===== src/rtl/collatz_step_pkg.sv =====
// Shared constants and types for the single-step Collatz responder and its
// trajectory driver counterpart.
package collatz_step_pkg;

  localparam int          COLLATZ_WIDTH    = 32;
  localparam logic [31:0] COLLATZ_ERR_VAL  = 32'h0000_0000;
  localparam logic [31:0] COLLATZ_TRAJ_ERR = 32'h2BAD_2BAD;

  typedef enum logic [1:0] {
    STEP_HALVE,
    STEP_TRIPLE,
    STEP_OVF
  } step_kind_e;

endpackage


===== src/rtl/collatz_step_if.sv =====
// AXI-Stream style data channel used for both the num and collatz streams.
interface collatz_step_if
  import collatz_step_pkg::*;
#(
  parameter int WIDTH = COLLATZ_WIDTH
) ();

  logic [WIDTH-1:0] TDATA;
  logic             TVALID;
  logic             TREADY;

  modport master (output TDATA, output TVALID, input TREADY);
  modport slave  (input TDATA, input TVALID, output TREADY);

endinterface


===== src/rtl/collatz_fifo.sv =====
// Synchronous FIFO with registered pointers; the head reads as zero when empty
// so the stream data is clean while invalid and during reset.
module collatz_fifo
  import collatz_step_pkg::*;
#(
  parameter int WIDTH = COLLATZ_WIDTH,
  parameter int DEPTH = 4
) (
  input  logic                     clk,
  input  logic                     rst,
  input  logic                     push,
  input  logic [WIDTH-1:0]         push_data,
  input  logic                     pop,
  output logic [WIDTH-1:0]         head,
  output logic [$clog2(DEPTH):0]   count,
  output logic                     empty,
  output logic                     full
);

  localparam int AW = $clog2(DEPTH);

  logic [AW-1:0]    wr_ptr_q, wr_ptr_d;
  logic [AW-1:0]    rd_ptr_q, rd_ptr_d;
  logic [AW:0]      count_q, count_d;
  logic [WIDTH-1:0] mem_q [DEPTH];
  logic             push_en, pop_en;

  assign empty   = (count_q == '0);
  assign full    = (count_q == (AW+1)'(DEPTH));
  assign count   = count_q;
  assign head    = empty ? '0 : mem_q[rd_ptr_q];
  assign push_en = push && !full;
  assign pop_en  = pop && !empty;

  always_comb begin
    wr_ptr_d = wr_ptr_q;
    rd_ptr_d = rd_ptr_q;
    count_d  = count_q;
    if (push_en) wr_ptr_d = wr_ptr_q + 1'b1;
    if (pop_en)  rd_ptr_d = rd_ptr_q + 1'b1;
    case ({push_en, pop_en})
      2'b10:   count_d = count_q + 1'b1;
      2'b01:   count_d = count_q - 1'b1;
      default: count_d = count_q;
    endcase
  end

  always_ff @(posedge clk or negedge rst) begin
    if (!rst) begin
      wr_ptr_q <= '0;
      rd_ptr_q <= '0;
      count_q  <= '0;
    end else begin
      wr_ptr_q <= wr_ptr_d;
      rd_ptr_q <= rd_ptr_d;
      count_q  <= count_d;
    end
  end

  // Storage needs no reset: the head is masked until an entry is written.
  always_ff @(posedge clk) begin
    if (push_en) mem_q[wr_ptr_q] <= push_data;
  end

endmodule


===== src/rtl/collatz_step.sv =====
// Single-step Collatz responder: one input register, inline step arithmetic,
// and an output FIFO guarded by a credit count of everything in flight.
module collatz_step
  import collatz_step_pkg::*;
#(
  parameter int WIDTH      = COLLATZ_WIDTH,
  parameter int FIFO_DEPTH = 4
) (
  input  logic                  clk,
  input  logic                  rst,
  collatz_step_if.slave         num,
  collatz_step_if.master        collatz,
  input  logic                  stats_clr,
  output logic [31:0]           step_count,
  output logic [15:0]           ovf_count,
  output logic                  busy
);

  localparam int AW = $clog2(FIFO_DEPTH);

  logic             s1_vld_q, s1_vld_d;
  logic [WIDTH-1:0] s1_data_q, s1_data_d;
  logic             run_q, run_d;
  logic [31:0]      step_count_q, step_count_d;
  logic [15:0]      ovf_count_q, ovf_count_d;

  logic             num_hs, out_hs;
  logic [WIDTH+1:0] triple;
  step_kind_e       kind;
  logic [WIDTH-1:0] result;
  logic [AW:0]      fifo_count;
  logic             fifo_empty, fifo_full;
  logic [AW+1:0]    credit_used;

  // Ready depends on registers only, and stays low until the first edge after reset.
  assign credit_used     = (AW+2)'(fifo_count) + (AW+2)'(s1_vld_q);
  assign num.TREADY      = run_q && !fifo_full && (credit_used < (AW+2)'(FIFO_DEPTH));
  assign num_hs          = num.TVALID && num.TREADY;
  assign out_hs          = collatz.TVALID && collatz.TREADY;
  assign collatz.TVALID  = !fifo_empty;
  assign busy            = s1_vld_q || !fifo_empty;
  assign step_count      = step_count_q;
  assign ovf_count       = ovf_count_q;
  assign run_d           = 1'b1;

  always_comb begin
    s1_vld_d  = s1_vld_q;
    s1_data_d = s1_data_q;
    if (num_hs) begin
      s1_vld_d  = 1'b1;
      s1_data_d = num.TDATA;
    end else if (s1_vld_q) begin
      s1_vld_d  = 1'b0;
    end
  end

  // 3n+1 is formed two bits wide so any carry out of WIDTH flags overflow.
  always_comb begin
    triple = {2'b00, s1_data_q} + {1'b0, s1_data_q, 1'b0} + (WIDTH+2)'(1);
    kind   = STEP_HALVE;
    result = s1_data_q >> 1;
    if (s1_data_q[0]) begin
      if (triple[WIDTH+1:WIDTH] != 2'b00) begin
        kind   = STEP_OVF;
        result = WIDTH'(COLLATZ_ERR_VAL);
      end else begin
        kind   = STEP_TRIPLE;
        result = triple[WIDTH-1:0];
      end
    end
  end

  always_comb begin
    step_count_d = step_count_q;
    ovf_count_d  = ovf_count_q;
    if (stats_clr) begin
      step_count_d = '0;
      ovf_count_d  = '0;
    end else begin
      if (out_hs && step_count_q != '1)
        step_count_d = step_count_q + 32'd1;
      if (s1_vld_q && kind == STEP_OVF && ovf_count_q != '1)
        ovf_count_d = ovf_count_q + 16'd1;
    end
  end

  always_ff @(posedge clk or negedge rst) begin
    if (!rst) begin
      s1_vld_q     <= 1'b0;
      s1_data_q    <= '0;
      run_q        <= 1'b0;
      step_count_q <= '0;
      ovf_count_q  <= '0;
    end else begin
      s1_vld_q     <= s1_vld_d;
      s1_data_q    <= s1_data_d;
      run_q        <= run_d;
      step_count_q <= step_count_d;
      ovf_count_q  <= ovf_count_d;
    end
  end

  collatz_fifo #(
    .WIDTH (WIDTH),
    .DEPTH (FIFO_DEPTH)
  ) u_fifo (
    .clk       (clk),
    .rst       (rst),
    .push      (s1_vld_q),
    .push_data (result),
    .pop       (out_hs),
    .head      (collatz.TDATA),
    .count     (fifo_count),
    .empty     (fifo_empty),
    .full      (fifo_full)
  );

endmodule

===== src/flat_wrapper.sv =====
// flat-port wrapper written by rule: the top's interface ports become plain ports
module collatz_step_flat import collatz_step_pkg::*;
#(
  parameter int WIDTH      = COLLATZ_WIDTH,
  parameter int FIFO_DEPTH = 4
)
  (clk, rst, stats_clr, step_count, ovf_count, busy, num_TDATA, num_TVALID, num_TREADY, collatz_TDATA, collatz_TVALID, collatz_TREADY);
  collatz_step_if #(.WIDTH(WIDTH)) num_i ();
  collatz_step_if #(.WIDTH(WIDTH)) collatz_i ();
  input  logic clk;
  input  logic rst;
  input  logic stats_clr;
  output logic [31:0] step_count;
  output logic [15:0] ovf_count;
  output logic busy;
  input wire logic [$bits(num_i.TDATA)-1:0] num_TDATA;
  input wire logic [$bits(num_i.TVALID)-1:0] num_TVALID;
  output wire logic [$bits(num_i.TREADY)-1:0] num_TREADY;
  output wire logic [$bits(collatz_i.TDATA)-1:0] collatz_TDATA;
  output wire logic [$bits(collatz_i.TVALID)-1:0] collatz_TVALID;
  input wire logic [$bits(collatz_i.TREADY)-1:0] collatz_TREADY;
  assign num_i.TDATA = num_TDATA;
  assign num_i.TVALID = num_TVALID;
  assign num_TREADY = num_i.TREADY;
  assign collatz_TDATA = collatz_i.TDATA;
  assign collatz_TVALID = collatz_i.TVALID;
  assign collatz_i.TREADY = collatz_TREADY;
  collatz_step #(.WIDTH(WIDTH), .FIFO_DEPTH(FIFO_DEPTH)) u_core (.clk(clk), .rst(rst), .num(num_i), .collatz(collatz_i), .stats_clr(stats_clr), .step_count(step_count), .ovf_count(ovf_count), .busy(busy));
endmodule

===== config.mk =====
export PLATFORM = sky130hd
export DESIGN_NAME = collatz_step_flat
export DESIGN_NICKNAME = d
export VERILOG_FILES = /design/src/rtl/collatz_step_pkg.sv /design/src/rtl/collatz_step_if.sv /design/src/rtl/collatz_fifo.sv /design/src/rtl/collatz_step.sv /design/src/flat_wrapper.sv
export SDC_FILE = /design/constraint.sdc
export NUM_CORES = 1
export LEC_CHECK = 0
export ABC_AREA = 1
export BUFFER_PORTS_ARGS = -buffer_cell sky130_fd_sc_hd__buf_2
export CORE_ASPECT_RATIO = 0.7
export CORE_MARGIN = 1.5
export CORE_UTILIZATION = 45
export DETAILED_ROUTE_END_ITERATION = 8
export GPL_ROUTABILITY_DRIVEN = 0
export GPL_TIMING_DRIVEN = 0
export SLEW_MARGIN = 20
export SYNTH_ARGS = -nofsm -noshare
export SYNTH_HDL_FRONTEND = slang
export SYNTH_HIERARCHICAL = 1
export SYNTH_SLANG_ARGS = --single-unit

===== constraint.sdc =====
create_clock -name clk -period 8.65 [get_ports clk]
set_input_delay 0.865 -clock clk [delete_from_list [all_inputs] [get_ports clk]]
set_output_delay 0.865 -clock clk [all_outputs]
set_load 0.1 [all_outputs]

==> results_dict.tcl <==
set metrics [dict create \
    hold_path.class "primary input to asynchronous set/reset pin" \
    synth_cells 1656 \
    finalCriticalPeriod_ns 4.09 \
    drc 0 \
    dr.pass1.iters 7 \
    place_hpwl_um 26800 \
    final_cell_count_no_fill 2196 \
    max_freq_ghz 0.244 \
    fin_tns_setup_ns 0 \
    worstSetupPathType "flop to flop" \
    grt_pass1_wl_um 55900 \
    h-tree-depth 1 \
    hold_viol_final 0 \
    drive_gt1_share_pct 11.8 \
    skew_ns 0.0116 \
    synth.avg_cell_area_um2 7.74 \
    crit_arrival_ns 4.31 \
    tightest_slew_ns 0.852 \
    fillers 2673 \
    slew_headroom_pct 42.6 \
    ys_seq_elements 217 \
    place_inst 2150 \
    ioPinCount 120 \
    area_growth_pct 15.5 \
    syn_nets 1737 \
    grt_pass1_vias 10100 \
    setup_viol 0 \
    cts_tree "built" \
    slew_viol_final 0 \
    row_count 51 \
    p_leak_nw 7.35 \
    vias_per_cell 5.10 \
    core_area_mm2 0.0279 \
    run_status "finished, final reports clean" \
    port_buffers 118 \
    root_buffer "clkbuf_16" \
    wl_per_cell_um 16.3 \
    cts_hold_buf 0 \
    numCtsBuffers 24 \
    synth_cell_types 41 \
    start_util_pct 46.0 \
    track_usage_pct 24.6 \
    vdd_drop_max_mv 0.342 \
    route.vias.total 11200 \
    clk_latency_ns 0.54 \
    cp_max_fo 10 \
    nets 1886 \
    antenna_found_initial 0 \
    powerDensity_mw_per_mm2 419 \
    antenna_left 0 \
    cp-start-kind "flop" \
    post-cts-setup-buffers 0 \
    maxCapViolations 0 \
    cp-end-kind "flop" \
    dieHeight_um 144 \
    synthesis.area_mm2 0.0128 \
    wl_um 35900 \
    cts_sinks 217 \
    rsz0062_at_grt "no" \
    cp.required_ns 8.87 \
    drt_iter0_drc 933 \
    grt_max_degree 73 \
    ys_seq_area_share_pct 47.4 \
    fp.dieW_um 205 \
    post-route-period-util_pct 47.3 \
    ys_warn_count 6 \
    final_cell_mix "nand2_1, inv_1, buf_2, nand3_1, edfxtp_1" \
    cts_resized 0 \
    max-clock-path-buffers 3 \
    dieArea_mm2 0.0295 \
    overflow 0 \
    clk_pin_slew_ns 0.06 \
    final_common_cell "nand2_1" \
]
[metrics by stage]
stage	total power [mW]	hold WS (ns)	setup WS (ns)	area [µm²]	util (%)
global placement	5.13	0.491	4.64	13900	49.8
CTS	6.19	0.143	4.58	14800	53.1
floorplan	4.29	0.468	5.44	12800	-
detailed placement	5.19	0.496	4.59	14000	50.4
finish	6.20	0.154	4.56	14800	53.1
global route	6.58	0.151	4.35	14800	53.1
[cell families (layout without fill, tap and decap cells)]
family / after synthesis / count (layout) / share of synthesized area [%]
AND/OR/NAND/NOR: 872 / 872 / 28.7
buffers and inverters: 332 / 499 / 10.3
flip-flops: 217 / 217 / 47.4
AO/OA/AOI/OAI: 150 / 150 / 6.49
adder cells (fa/ha/maj): 44 / 44 / 4.41
XOR/XNOR: 40 / 40 / 2.73
other: 1 / 3 / 0.0293
[synthesized netlist by cell type (all sizes together)]
library cell  number  share of area, %
o21a               2              0.12
edfxtp           128                30
nand4             43               2.1
ha                42               4.1
nand3            136               5.3
a21o               4              0.23
o2111ai            1             0.068
nor4               7              0.34
and3               3              0.15
clkbuf            20              0.59
clkinv             1             0.029
o22ai              1             0.049
fa                 2              0.31
or2                1             0.049
o21ai             64               2.8
a21oi             70               2.8
conb               1             0.029
nand3b             2              0.12
nand2            555                16
nor2              96               3.1
buf               31               1.4
xnor2             20               1.4
o21bai             8              0.47
xor2              20               1.4
and2               1             0.049
nor3              28               1.1
inv              280               8.2
dfrtp             89                17
[flip-flops by register name, summed over array words and instances (netlist names)]
name and count:
u_core/u_fifo/mem_q 128, u_core/u_fifo/rd_ptr_q 2, u_core/u_fifo/wr_ptr_q 2, u_core/u_fifo/count 3, u_core/ovf_count 16, u_core/s1_data_q 32
u_core/s1_vld_q 1, u_core/run_q 1, u_core/step_count 32
[cell type report]
type / instances / area [µm²] / share of cell area, %
tap: 371 / 464 / 3.14
multi-input combinational: 1107 / 5460 / 36.9
sequential: 217 / 6070 / 41.0
inverter: 281 / 1050 / 7.12
antenna: 2 / 5.00 / 0.0338
clock buffer: 27 / 612 / 4.13
timing repair buffer: 123 / 734 / 4.96
buffer: 51 / 260 / 1.76
clock inverter: 17 / 139 / 0.938
[worst max-delay path: stages, from the launching register on]
cell and delay (ns):
dfrtp_1 0.41, clkbuf_1 0.46, clkinv_1 0.45, clkbuf_1 0.34
ha_1 0.37, inv_1 0.05, nand2_1 0.06, nor2_1 0.05
nand4_1 0.09, nand3_1 0.18, a21oi_2 0.24, nand3_2 0.27
o21ai_0 0.77
[worst paths after layout]
check                                                   start                             endpoint  slack (ns)  cells after the start
max in group asynchronous                                 rst     u_core/s1_data_q[22]$_DFFE_PN0P_        7.84                      2
min                                                       rst      u_core/ovf_count[9]$_DFFE_PN0P_        0.15                      1
max reg2reg                   u_core/s1_data_q[0]$_DFFE_PN0P_  u_core/u_fifo/mem_q[1][6]$_DFFE_PP_        4.56                     12
max                           u_core/s1_data_q[0]$_DFFE_PN0P_  u_core/u_fifo/mem_q[1][6]$_DFFE_PP_        4.56                     12
min reg2reg                u_core/u_fifo/count[0]$_DFFE_PN0P_   u_core/u_fifo/count[0]$_DFFE_PN0P_        0.50                      1
min in group clk           u_core/u_fifo/count[0]$_DFFE_PN0P_   u_core/u_fifo/count[0]$_DFFE_PN0P_        0.50                      1
[metal layers]
layer	GRT usage, %	share of wire, %	vias up
li1	-	-	5591
met1	39.8	51	5229
met2	34.3	40	341
met3	4.01	7.4	34
met4	3.72	1.2	0
met5	0	0	-
[power breakdown]
part           total (mW)  internal [mW]  switching (mW)
combinational        3.64          0.872            2.77
sequential           1.56           1.42           0.142
clock               0.994          0.567           0.426
Note: power is estimated with default switching activity, not from simulation.
